File: src/rtl/csa_word_sequencer_if.sv
// rtl/csa_word_sequencer_if.sv - request/result handshake bundle for csa_word_sequencer
interface csa_word_sequencer_if #(
  parameter int NIBBLES = 4
);
  logic                   in_valid;
  logic                   in_ready;
  logic [4*NIBBLES-1:0]   a;
  logic [4*NIBBLES-1:0]   b;
  logic                   sub;
  logic                   out_valid;
  logic                   out_ready;
  logic [4*NIBBLES-1:0]   sum;
  logic                   cout;
  logic                   ovf;

  modport master (
    output in_valid, a, b, sub, out_ready,
    input  in_ready, out_valid, sum, cout, ovf
  );

  modport slave (
    input  in_valid, a, b, sub, out_ready,
    output in_ready, out_valid, sum, cout, ovf
  );
endinterface

File: src/rtl/csa_word_sequencer.sv
// rtl/csa_word_sequencer.sv - word add/sub built from one 4-bit carry-select slice, one nibble per clock
module csa_word_sequencer #(
  parameter int NIBBLES = 4
) (
  input  logic                 clk,
  input  logic                 rst,
  csa_word_sequencer_if.slave  bus
);
  localparam int W  = 4 * NIBBLES;
  localparam int IW = $clog2(NIBBLES);

  typedef enum logic [1:0] {IDLE, RUN, DONE} state_t;

  state_t          state, state_nx;
  logic [W-1:0]    a_r, b_r, sum_r;
  logic [IW-1:0]   idx;
  logic            carry, cout_r, ovf_r;
  logic            last;
  logic [3:0]      an, bn, slice_sum;
  logic [4:0]      sel0, sel1;
  logic            slice_co;

  // Both carry-in outcomes are precomputed; the held carry only picks one.
  assign an   = a_r[idx*4 +: 4];
  assign bn   = b_r[idx*4 +: 4];
  assign sel0 = {1'b0, an} + {1'b0, bn};
  assign sel1 = {1'b0, an} + {1'b0, bn} + 5'd1;
  assign {slice_co, slice_sum} = carry ? sel1 : sel0;
  assign last = (idx == IW'(NIBBLES - 1));

  assign bus.in_ready  = (state == IDLE) & ~rst;
  assign bus.out_valid = (state == DONE);
  assign bus.sum       = sum_r;
  assign bus.cout      = cout_r;
  assign bus.ovf       = ovf_r;

  always_ff @(posedge clk or posedge rst) begin
    if (rst) state <= IDLE;
    else     state <= state_nx;
  end

  always_comb begin
    state_nx = state;
    case (state)
      IDLE:    if (bus.in_valid) state_nx = RUN;
      RUN:     if (last)         state_nx = DONE;
      DONE:    if (bus.out_ready) state_nx = IDLE;
      default: state_nx = IDLE;
    endcase
  end

  always_ff @(posedge clk or posedge rst) begin
    if (rst) begin
      a_r    <= '0;
      b_r    <= '0;
      sum_r  <= '0;
      idx    <= '0;
      carry  <= 1'b0;
      cout_r <= 1'b0;
      ovf_r  <= 1'b0;
    end else begin
      case (state)
        IDLE: begin
          if (bus.in_valid) begin
            // Subtraction is A + ~B + 1: the +1 enters as the first carry-in.
            a_r   <= bus.a;
            b_r   <= bus.sub ? ~bus.b : bus.b;
            carry <= bus.sub;
            idx   <= '0;
          end
        end
        RUN: begin
          sum_r[idx*4 +: 4] <= slice_sum;
          carry             <= slice_co;
          if (last) begin
            cout_r <= slice_co;
            ovf_r  <= (a_r[W-1] ~^ b_r[W-1]) & (a_r[W-1] ^ slice_sum[3]);
          end else begin
            idx <= idx + 1'b1;
          end
        end
        default: ;
      endcase
    end
  end
endmodule

File: src/flat_wrapper.sv
// flat-port wrapper written by rule: the top's interface ports become plain ports
module csa_word_sequencer_flat 
#(
  parameter int NIBBLES = 4
)
  (clk, rst, bus_in_valid, bus_a, bus_b, bus_sub, bus_out_ready, bus_in_ready, bus_out_valid, bus_sum, bus_cout, bus_ovf);
  csa_word_sequencer_if #(.NIBBLES(NIBBLES)) bus_i ();
  input  logic clk;
  input  logic rst;
  input wire logic [$bits(bus_i.in_valid)-1:0] bus_in_valid;
  input wire logic [$bits(bus_i.a)-1:0] bus_a;
  input wire logic [$bits(bus_i.b)-1:0] bus_b;
  input wire logic [$bits(bus_i.sub)-1:0] bus_sub;
  input wire logic [$bits(bus_i.out_ready)-1:0] bus_out_ready;
  output wire logic [$bits(bus_i.in_ready)-1:0] bus_in_ready;
  output wire logic [$bits(bus_i.out_valid)-1:0] bus_out_valid;
  output wire logic [$bits(bus_i.sum)-1:0] bus_sum;
  output wire logic [$bits(bus_i.cout)-1:0] bus_cout;
  output wire logic [$bits(bus_i.ovf)-1:0] bus_ovf;
  assign bus_i.in_valid = bus_in_valid;
  assign bus_i.a = bus_a;
  assign bus_i.b = bus_b;
  assign bus_i.sub = bus_sub;
  assign bus_i.out_ready = bus_out_ready;
  assign bus_in_ready = bus_i.in_ready;
  assign bus_out_valid = bus_i.out_valid;
  assign bus_sum = bus_i.sum;
  assign bus_cout = bus_i.cout;
  assign bus_ovf = bus_i.ovf;
  csa_word_sequencer #(.NIBBLES(NIBBLES)) u_core (.clk(clk), .rst(rst), .bus(bus_i));
endmodule
File: config.mk
export PLATFORM = sky130hd
export DESIGN_NAME = csa_word_sequencer_flat
export DESIGN_NICKNAME = d
export VERILOG_FILES = /design/src/rtl/csa_word_sequencer_if.sv /design/src/rtl/csa_word_sequencer.sv /design/src/flat_wrapper.sv
export SDC_FILE = /design/constraint.sdc
export NUM_CORES = 1
export LEC_CHECK = 0
export BUFFER_PORTS_ARGS = -buffer_cell sky130_fd_sc_hd__buf_4
export CORE_MARGIN = 5
export CORE_UTILIZATION = 49
export DETAILED_ROUTE_END_ITERATION = 8
export PLACE_DENSITY = 0.77
export SLEW_MARGIN = 40
export SYNTH_ARGS = -nofsm -noshare
export SYNTH_HDL_FRONTEND = slang
export SYNTH_SLANG_ARGS = --single-unit
File: constraint.sdc
create_clock -name clk -period 3.2 [get_ports clk]
set_input_delay 0.16 -clock clk [delete_from_list [all_inputs] [get_ports clk]]
set_output_delay 0.16 -clock clk [all_outputs]
set_load 0.02 [all_outputs]
; After elaboration in Yosys (flattened, before gate mapping)
; Cells that the tools add are included.
[op_classes]
n_addsub = 4
n_eq_ne = 7
n_shift = 4
muxes = 12
n_bitwise = 6
reduce_logical = 7
[ops]
columns = cell, n
row1 = 4-bit negator with 34-bit output, 1
row2 = "4-bit by 34-bit variable shift with 16-bit output, first input constant", 1
row3 = 4-bit by 34-bit variable part select with 16-bit output, 1
row4 = 16-bit by 5-bit variable part select with 4-bit output, 2
row5 = 16-bit bitwise mux, 1
row6 = 16-bit two-way mux, 1
row7 = 16-bit NOT, 1
row8 = 2-bit two-way mux, 5
row9 = "2-bit != test, second input constant", 3
row10 = 2-bit one-hot mux with 3 select lines, 1
row11 = 2-bit AND reduction, 3
row12 = 3-bit AND reduction, 2
row13 = 4-bit by 4-bit adder with 5-bit output, 1
row14 = "5-bit by 1-bit adder with 5-bit output, second input constant", 1
row15 = 5-bit two-way mux, 1
row16 = "2-bit == test, second input constant", 2
row17 = 2-bit one-hot mux with 2 select lines, 1
row18 = "2-bit by 1-bit adder with 2-bit output, second input constant", 1
row19 = 1-bit bitwise AND, 2
row20 = "2-bit by 1-bit == test with 1-bit output, second input constant", 1
row21 = 2-bit zero test, 1
row22 = "2-bit by 1-bit != test with 1-bit output, second input constant", 1
row23 = 1-bit one-hot mux with 2 select lines, 1
row24 = 2-bit nonzero test, 1
row25 = 4 further kinds, 4
[totals]
reg_bits = 55
inputBits = 37
wordCells = 48

; Longest topological paths before layout
[depth]
word_depth = 6
ltp_mapped = 11

; Least setup slack after synthesis
; No wires, ideal clock.
[synth_path]
path_type = register to register
from = register u_core.idx[0]
to = register u_core.carry
setup_time_ns = 0.132
arrival_ns = 2.861
required_time_ns = 3.068
slack_ns = 0.207
stages_incl_launch_ff = 12
synth_period_minus_slack_ns = 2.993
path_cell_list = dfrtp_1 > buf_2 > mux4_2 > ha_1 > inv_1 > fa_1 > inv_1 > ha_1 > nand2_1 > nor4b_1 > xor2_1 > o211ai_1
[synth_via]
elab_chain_len = 5
[synth_lines]
columns = item, line
row1 = start: declaration, csa_word_sequencer.sv:16  ; logic [IW-1:0] idx;
row2 = start signal: assignment, csa_word_sequencer.sv:79  ; idx <= idx + 1'b1;
row3 = "16-bit by 5-bit variable part select with 4-bit output, on equally long branches", "csa_word_sequencer.sv:24, csa_word_sequencer.sv:25"
row4 = 4-bit by 4-bit adder with 5-bit output (*), "csa_word_sequencer.sv:26, csa_word_sequencer.sv:27"
row5 = 5-bit by 1-bit adder with 5-bit output, csa_word_sequencer.sv:27  ; assign sel1 = {1'b0, an} + {1'b0, bn} + 5'd1;
row6 = 5-bit two-way mux (*), csa_word_sequencer.sv:28  ; assign {slice_co, slice_sum} = carry ? sel1 : sel0;
row7 = 1-bit one-hot mux with 2 select lines (*), csa_word_sequencer.sv:62  ; case (state)
row8 = end signal: assignment, csa_word_sequencer.sv:68  ; carry <= bus.sub;
row9 = end signal: assignment, csa_word_sequencer.sv:74  ; carry <= slice_co;
row10 = end: declaration, csa_word_sequencer.sv:17  ; logic carry, cout_r, ovf_r;
; Mark *: on every way between the ends. The rest lies on a longest branch, timed or not.
; A chain may end at the register's enable or synchronous reset.

; Final worst setup path
; Ends and elaborated chain as after synthesis.

==> flow_summary.yaml <==
cts:
  cts_buffer_depth: 2
  cts_made_buffers: 5
  post_cts_buffers: 0
  h-tree-depth: 2
  cts_sinks: 55
  clk_latency_ns: 0.31
  cts_root_buf: "clkbuf_8"
  tritoncts: "yes"
  path_clk_slew_ns: 0.09
worst_hold_path:
  hold_path_class: "in2reg"
layout:
  diodes: 0
  ff_latch_area_mm2: 0.00138
  finalNonFillerCells: 371
  multi_input_area_mm2: 0.00127
  drive_above_1_share: 0.338
  final_nets: 347
  num-fill-cells: 461
  area_delta_synth_final_pct: 22.4
timing:
  fin_skew_ns: 0.0113
  worst_slew_pin_slew_ns: 0.650
  fmax_mhz: 343
  tns_ns: 0
  slew_violations: 0
  slew_headroom: 0.567
  finalSetupViolations: 0
  whs_ns: 0.0440
  min_period_ns: 2.92
  min_period_over_period: 0.911
  hold_viol_final: 0
  rsz0062_at_grt: "false"
logic_synthesis:
  synth_top_family_by_area: "multiplexers"
  ys_ff_latch: 55
  synth_fa_ha_area_frac: 0.0581
  ys_types: 31
  yosys.area_share.simple: 0.110
  syn_inst: 240
  synthTopCellsByCount: "55 x dfrtp_1, 26 x nand2_1, 23 x nor2_1"
  synthTopCellsByArea: "dfrtp_1 51%, mux2_2 7.1%, mux4_2 6.6%"
  yosys_most_used_dff: "dfrtp_1"
  netlist.area_leader.share: 0.507
  synth_edf_count: 0
  synth_area_mm2: 0.00271
  async_flop_share: 1.00
  yosysWarnings: 0
  muxShareOfSynthArea: 0.137
  synth_xor_area_frac: 0.0645
  ys_seq_area_frac: 0.507
  synth_compound_area_frac: 0.0954
  synth_top_cell_by_area: "dfrtp_1"
  synth_nets: 289
  syn_area_per_cell_um2: 11.3
  synth_most_common_cell: "dfrtp_1"
setup_path:
  worstPathArrival_ns: 3.10
  crit_type: "reg2reg"
  worstSetupStartpointType: "flop"
  cp-end-kind: "flop"
  worstPathMaxFanout: 8
  required_ns: 3.38
power_and_ir_drop:
  intPower_mw: 2.28
  pwr-share-comb: 0.585
  leakagePower_nw: 1.50
  p_seq_frac: 0.315
  power.switching_mw: 1.71
  swShare: 0.429
  p_clk_frac: 0.100
  power.density_mw_per_mm2: 1200
  ir_drop_mv: 0.833
status:
  status: "finished, final reports clean"
route:
  drt_wl_total_um: 5380
  drc: 0
  firstDrtPassIters: 4
  vias: 1914
  ant_nets: 0
  drt_iter0_markers: 48
  wl_per_cell_um: 14.5
  vias_per_cell: 5.16
floorplan:
  core_mm2: 0.00544
  io_pins: 57
  rows: 27
  initial_utilization: 0.499
  die_area_mm2: 0.00713
  die_x_um: 84.4
  die-height_um: 84.4
global_route:
  grt_pass1_vias: 2001
  grt_first_pass_wirelength_um: 9290
  grt_usage: 0.163
  antenna_found_initial: 0
  grt_max_degree: 56
  grt-ovfl-total: 0
placement:
  io_buffers: 56
  post-dp-hpwl_um: 3980
  dp_cells: 362
  gp_congestion: 0.834
flow_run:
  cap_violations: 0
## flip-flops by register name (all words and copies together), names as in the netlist
register         cells
u_core.a_r          16
u_core.b_r          16
u_core.bus.sum      16
u_core.idx           2
u_core.state         2
u_core.bus.cout      1
u_core.bus.ovf       1
u_core.carry         1
## power by group through the flow
stage | Clock (mW) | Sequential, mW | Combinational (mW)
floorplan | 0 | 1.28 | 1.66
global placement | 0 | 1.26 | 2.26
detailed placement | 0 | 1.28 | 2.34
CTS | 0.414 | 1.27 | 2.37
global route | 0.439 | 1.31 | 2.60
finish | 0.400 | 1.26 | 2.34
## kinds of logic (layout without fill, tap and decap cells)
family | after synthesis | count (layout)
mux | 25 | 25
fa+ha+maj | 12 | 12
xor+xnor | 20 | 20
compound gates | 45 | 45
simple gates | 64 | 64
buf+inv | 19 | 78
flops | 55 | 55
## worst max-delay path, stage by stage (launching register included)
cell,delay [ns]
dfrtp_2,0.52
mux4_2,0.53
ha_1,0.24
inv_1,0.07
fa_1,0.42
inv_1,0.09
ha_1,0.15
nand2_1,0.08
nor4b_1,0.36
xor2_1,0.23
o211ai_1,0.10
## area by class of cell
cell class	count	area share
Clock buffer	7	0.0260
Clock inverter	1	0.00264
Inverter	10	0.0121
Multi-Input combinational cell	166	0.381
Sequential cell	55	0.415
Tap cell	72	0.0271
Timing Repair Buffer	60	0.136
## timing repair
item	CTS	global route
setup endpoints to repair	0	2
gates resized for setup	0	1
endpoints found under the hold margin	55	0
hold buffers	1	0
## path summary, 6_finish.rpt
path / from / cells after the start / end / slack [ns]
max in group asynchronous: rst / 3 / u_core.idx[0]$_DFFE_PP0P_ / 2.21
worst max-delay path: u_core.idx[0]$_DFFE_PP0P_ / 10 / u_core.carry$_DFFE_PP0P_ / 0.28
min in group asynchronous: rst / 3 / u_core.bus.sum[1]$_DFFE_PP0P_ / 0.52
worst max register to register: u_core.idx[0]$_DFFE_PP0P_ / 10 / u_core.carry$_DFFE_PP0P_ / 0.28
worst min-delay path: bus_out_ready / 2 / u_core.state[1]$_DFFE_PP0P_ / 0.04
worst min register to register: u_core.bus.sum[0]$_DFFE_PP0P_ / 2 / u_core.bus.sum[0]$_DFFE_PP0P_ / 0.49
## cell usage in the layout (no fill, tap or decap), types with 2 or more instances in the layout
| cell | n |
|---|---|
| nor3b_1 | 2 |
| nand2_1 | 26 |
| o21ai_1 | 4 |
| mux4_2 | 8 |
| nand2b_1 | 2 |
| xor2_1 | 2 |
| o21ai_0 | 17 |
| inv_1 | 9 |
| xnor2_1 | 18 |
| buf_4 | 59 |
| ha_1 | 11 |
| dfrtp_1 | 54 |
| clkbuf_8 | 6 |
| nor2_1 | 23 |
| a21oi_1 | 18 |
| nand4_1 | 3 |
| mux2_2 | 17 |
## metrics by stage
step	setup slack, ns	power (mW)	instance area (um2)	util
after global routing	0.132	4.34	3320	0.611
after global placement	0.233	3.52	3210	0.591
after CTS	0.118	4.05	3320	0.611
final	0.284	3.99	3320	0.611
after floorplan	0.207	2.95	2710	-
after detailed placement	0.140	3.62	3220	0.591
## routing by layer
metal	vias to the layer above	global-route usage	wire length, um
met3	8	0.0422	270
met4	0	0.0432	72
met2	48	0.282	2650
met5	-	0	0
met1	918	0.204	2390
li1	940	-	-
Note: power is estimated with default switching activity, not from simulation.
